File: src/rtl/ysyx_22051013_trap_ctl_pkg.sv
// Shared constants for the trap/redirect controller: FSM encodings, mcause values
// and the flush down-counter width.
package ysyx_22051013_trap_ctl_pkg;

  localparam logic [1:0] StIdle  = 2'd0;
  localparam logic [1:0] StRedir = 2'd1;
  localparam logic [1:0] StFlush = 2'd2;

  // Wide enough for FLUSH_CYCLES up to 15.
  localparam int unsigned FLUSH_CNT_W = 4;

  localparam logic [63:0] ECALL_M    = 64'd11;
  localparam logic [63:0] MTIMER_IRQ = 64'h8000_0000_0000_0007;

endpackage

File: src/rtl/ysyx_22051013_trap_ctl.sv
// Commit-boundary trap controller: ecall/mret/timer-interrupt redirect and pipeline flush.
// Timer interrupts are taken only when YSYX_22051013_TIMER_IRQ_EN is defined.
module ysyx_22051013_trap_ctl
  import ysyx_22051013_trap_ctl_pkg::*;
#(
  parameter int unsigned FLUSH_CYCLES = 2
) (
  input  logic        clk,
  input  logic        rst,
  input  logic        wb_valid,
  input  logic [63:0] wb_pc,
  input  logic        wb_ecall,
  input  logic        wb_mret,
  input  logic        timer_irq,
  input  logic        mstatus_mie,
  input  logic        mie_mtie,
  input  logic [63:0] mtvec,
  input  logic [63:0] mepc,
  output logic        csr_we_trap,
  output logic [63:0] trap_mepc,
  output logic [63:0] trap_mcause,
  output logic        mret_take,
  output logic        redirect_valid,
  output logic [63:0] redirect_pc,
  output logic        flush,
  output logic        wb_kill,
  output logic        busy
);

  logic irq_pend;

`ifdef YSYX_22051013_TIMER_IRQ_EN
  assign irq_pend = timer_irq & mstatus_mie & mie_mtie;
`else
  logic unused_irq;
  assign irq_pend   = 1'b0;
  assign unused_irq = timer_irq ^ mstatus_mie ^ mie_mtie;
`endif

  logic [1:0]             state_q, state_d;
  logic [FLUSH_CNT_W-1:0] cnt_q, cnt_d;
  logic                   trap_q, trap_d;
  logic                   mret_q, mret_d;
  logic [63:0]            tgt_q, tgt_d;
  logic [63:0]            epc_q, epc_d;
  logic [63:0]            cause_q, cause_d;

  always_comb begin
    state_d = state_q;
    cnt_d   = cnt_q;
    trap_d  = trap_q;
    mret_d  = mret_q;
    tgt_d   = tgt_q;
    epc_d   = epc_q;
    cause_d = cause_q;
    case (state_q)
      StIdle: begin
        // ecall beats mret beats interrupt; a losing interrupt simply stays pending.
        if (wb_valid && (wb_ecall || wb_mret || irq_pend)) begin
          state_d = StRedir;
          trap_d  = wb_ecall || !wb_mret;
          mret_d  = !wb_ecall && wb_mret;
          tgt_d   = (!wb_ecall && wb_mret) ? mepc : mtvec;
          epc_d   = (!wb_ecall && wb_mret) ? 64'd0 : wb_pc;
          cause_d = wb_ecall ? ECALL_M : (wb_mret ? 64'd0 : MTIMER_IRQ);
        end
      end
      StRedir: begin
        state_d = StFlush;
        cnt_d   = FLUSH_CNT_W'(FLUSH_CYCLES - 1);
      end
      StFlush: begin
        if (cnt_q == '0) begin
          state_d = StIdle;
        end else begin
          cnt_d = cnt_q - 1'b1;
        end
      end
      default: state_d = StIdle;
    endcase
  end

  always_ff @(posedge clk) begin
    if (rst) begin
      state_q <= StIdle;
      cnt_q   <= '0;
      trap_q  <= 1'b0;
      mret_q  <= 1'b0;
      tgt_q   <= '0;
      epc_q   <= '0;
      cause_q <= '0;
    end else begin
      state_q <= state_d;
      cnt_q   <= cnt_d;
      trap_q  <= trap_d;
      mret_q  <= mret_d;
      tgt_q   <= tgt_d;
      epc_q   <= epc_d;
      cause_q <= cause_d;
    end
  end

  logic in_redir;
  assign in_redir       = (state_q == StRedir);
  assign busy           = (state_q != StIdle);
  assign flush          = busy;
  assign redirect_valid = in_redir;
  assign csr_we_trap    = in_redir & trap_q;
  assign mret_take      = in_redir & mret_q;
  assign redirect_pc    = in_redir ? tgt_q : 64'd0;
  assign trap_mepc      = (in_redir & trap_q) ? epc_q : 64'd0;
  assign trap_mcause    = (in_redir & trap_q) ? cause_q : 64'd0;

  // Interrupted instruction must not retire; anything committing during a flush is squashed.
  assign wb_kill = wb_valid & (busy | (irq_pend & ~wb_ecall & ~wb_mret));

endmodule

File: config.mk
export PLATFORM = sky130hd
export DESIGN_NAME = ysyx_22051013_trap_ctl
export DESIGN_NICKNAME = d
export VERILOG_FILES = /design/src/rtl/ysyx_22051013_trap_ctl_pkg.sv /design/src/rtl/ysyx_22051013_trap_ctl.sv
export SDC_FILE = /design/constraint.sdc
export NUM_CORES = 1
export LEC_CHECK = 0
export ABC_AREA = 1
export CAP_MARGIN = 20
export CORE_AREA = 2 2 156 158
export CTS_CLUSTER_DIAMETER = 30
export DETAILED_ROUTE_END_ITERATION = 7
export DIE_AREA = 0 0 158 160
export PLACE_DENSITY = 0.67
export SLEW_MARGIN = 10
export SYNTH_ARGS = -nofsm -noshare
export SYNTH_HDL_FRONTEND = slang
export SYNTH_SLANG_ARGS = --single-unit
File: constraint.sdc
create_clock -name clk -period 2.57 [get_ports clk]
set_clock_uncertainty 0.1 [all_clocks]
set_input_delay 0.6425 -clock clk [delete_from_list [all_inputs] [get_ports clk]]
set_output_delay 0.6425 -clock clk [all_outputs]
set_load 0.02 [all_outputs]
==> results.ini <==
[outcome]
status = finished, final reports clean

[routing]
drt_iter0_markers = 475
totalWireLength_um = 24100
drc = 0
wl_per_cell_um = 13.3
vias_per_cell = 4.42
antenna_left = 0
vias = 8003
firstDrtPassIters = 7

[timing]
final_max_slew_viol_count = 0
min_period_over_period_pct = 97.6
final-hold-violation-count = 0
finalSetupViolations = 0
worst_pin_slew_ps = 754
worst_slack_ps = 60.9
tns_ps = 0
max_freq_mhz = 399
rsz0062_at_grt = yes
slew_headroom_pct = 49.7
min_period_ps = 2510

[clock_tree]
clk_latency_ps = 410
numCtsBuffers = 17
clock-root-buffer = clkbuf_16
cts_tree = done
clk_pin_slew_ps = 60
cts_max_level = 4
cts_sinks = 139
cts.path.max_buffers = 2
post_cts_buffers = 0
cts_hold_buffers = 0

[synth]
synth.avg_cell_area_um2 = 6.27
synthTopCellsByArea = dfxtp_1 (37%), nand2_1 (20%), a21oi_1 (9.2%)
syn_area_um2 = 7430
synth_top_cell_by_area = dfxtp_1
synth_cell_type_count = 21
synth_common_cells = nand2_1 (396), inv_1 (145), nor2_1 (140), dfxtp_1 (139), a21oi_1 (136)
async_flop_share_pct = 0
synth_most_common_cell = nand2_1
synth_edf_count = 0
synth_warnings = 0
synth_ff_type = dfxtp_1
synth_seq_cells = 139
seq_area_frac_synth_pct = 37.4
netlist_instances = 1185
yosysTopAreaCellShare_pct = 37.4

[cells_and_area]
regArea_um2 = 2780
multiInputGateArea_um2 = 3440
drive_above_1_share_pct = 9.76
nFillCells = 2553
nets = 1676
syn_to_final_growth_pct = 49.3
final_area_um2 = 11100

[die]
fp.dieH_um = 160
start_util_pct = 31.2
rows = 57
fp.dieW_um = 158
core_area_um2 = 23800
die-area_um2 = 25300
io-pin-count = 398

[global_routing]
antenna_found_initial = 1
grt_pass1_wl_um = 37000
grt_max_degree = 72
grtUsageTotal_pct = 18.5
grt_pass1_vias = 7341
grt_overflow = 0

[power_and_ir_drop]
p_sw_mw = 1.60
pwr-share-clk_pct = 38.9
peakVddDrop_mv = 0.359
p_int_mw = 3.96
p_sw_share_pct = 28.7
combPwrFrac_pct = 19.3
total_power_mw = 5.56
p_per_area_nw_per_um2 = 501
p_seq_share_pct = 41.8
power.leakage_nw = 4.51

[placed_design]
gp_congestion = 0.802
place_area_um2 = 10800
place_hpwl_um = 16700
io_buffers = 335
pre_cts_ws_ps = -101

[critical_path]
worstPathMaxFanout = 3
worst_path_max_delay_cell = clkdlybuf4s50_1
start_kind = flip-flop
crit_path_cell_trace = buf_4 > inv_1 > nand2_1 > clkdlybuf4s50_1
slowest_delay_ps = 650
arrival_ps = 1770
crit_family = buffers and inverters
cp_num_buf_inv = 3
crit_required_ps = 1830
path_class = reg -> out
end_kind = output pin

[worst_hold_path]
hp-class = reg -> reg

[run]
maxCapViolCount = 0

[sequential cells by signal (all words and copies together), names as in the netlist]
register / count
cnt_q: 4
tgt_q: 64
state_q: 2
trap_q: 1
epc_q: 64
mret_q: 1
cause_q: 3
[routing by layer]
metal | up-vias | track usage [%] | wire (um)
met5 | - | 0 | 0
met4 | 0 | 6.59 | 571
met3 | 34 | 5.59 | 1880
met2 | 290 | 32.4 | 11900
met1 | 3603 | 21.0 | 9800
li1 | 4076 | - | -
[metrics by stage]
stage	std cells	hold slack [ps]	utilization, %
3_3_place_gp	1780	344	45.5
4_1_cts	1809	356	47.5
5_1_grt	1810	376	46.6
2_1_floorplan	1243	329	-
3_5_place_dp	1780	347	45.5
6_report	1810	360	46.6
[power groups by stage]
stage	combinational, mW	sequential [mW]	clock [mW]
6_report	1.08	2.32	2.16
5_1_grt	1.19	2.33	2.31
4_1_cts	1.09	2.32	2.23
3_5_place_dp	1.10	2.37	0
3_3_place_gp	1.09	2.36	0
2_1_floorplan	0.665	2.36	0
[repair_timing]
| item | 4_1_cts | 5_1_grt |
|---|---|---|
| endpoints found under the setup margin | 136 | 74 |
| gates resized for setup | 239 | 121 |
| cloned | 0 | 0 |
[layout by cell type, fill, tap and decap left out, drive strengths merged, types with 2 or more instances in the layout]
cell / n
a21oi: 136
buf: 40
clkbuf: 58
clkdlybuf4s15: 70
clkdlybuf4s50: 197
clkinv: 9
clkinvlp: 2
conb: 59
dfxtp: 139
dlygate4sd2: 10
inv: 150
nand2: 397
nand3: 6
nand4: 64
nor2: 143
o21ai: 3
[area by class of cell]
type	instances	area share (%)
Clock buffer	17	3.83
Timing Repair Buffer	358	30.7
Tap cell	324	3.65
Sequential cell	139	25.1
Antenna cell	1	0.0226
Inverter	149	5.06
Clock inverter	12	0.722
Multi-Input combinational cell	810	31.0
[cell families (layout without fill, tap and decap cells)]
kind of cell,Yosys count,count (layout),synth area share (%)
xor+xnor,1,1,0.118
other cells,1,60,0.0505
fa+ha+maj,1,1,0.168
compound gates,139,139,9.36
buf+inv,294,536,19.6
flops,139,139,37.4
simple gates,610,610,33.3
[worst paths after layout]
check | start | end | slack, ps | depth (start not counted)
worst max-delay path | state_q[0] | busy | 60 | 4
worst min-delay path | cause_q[2] | cause_q[2] | 360 | 2
worst max register to register | state_q[0] | epc_q[8] | 830 | 5
worst min register to register | cause_q[2] | cause_q[2] | 360 | 2
[worst min-delay path: stages, from the launching register on]
cell and delay [ps]:
dfxtp_1 310, nand3_1 80, inv_1 30
Power figures use the tool's default switching activity.
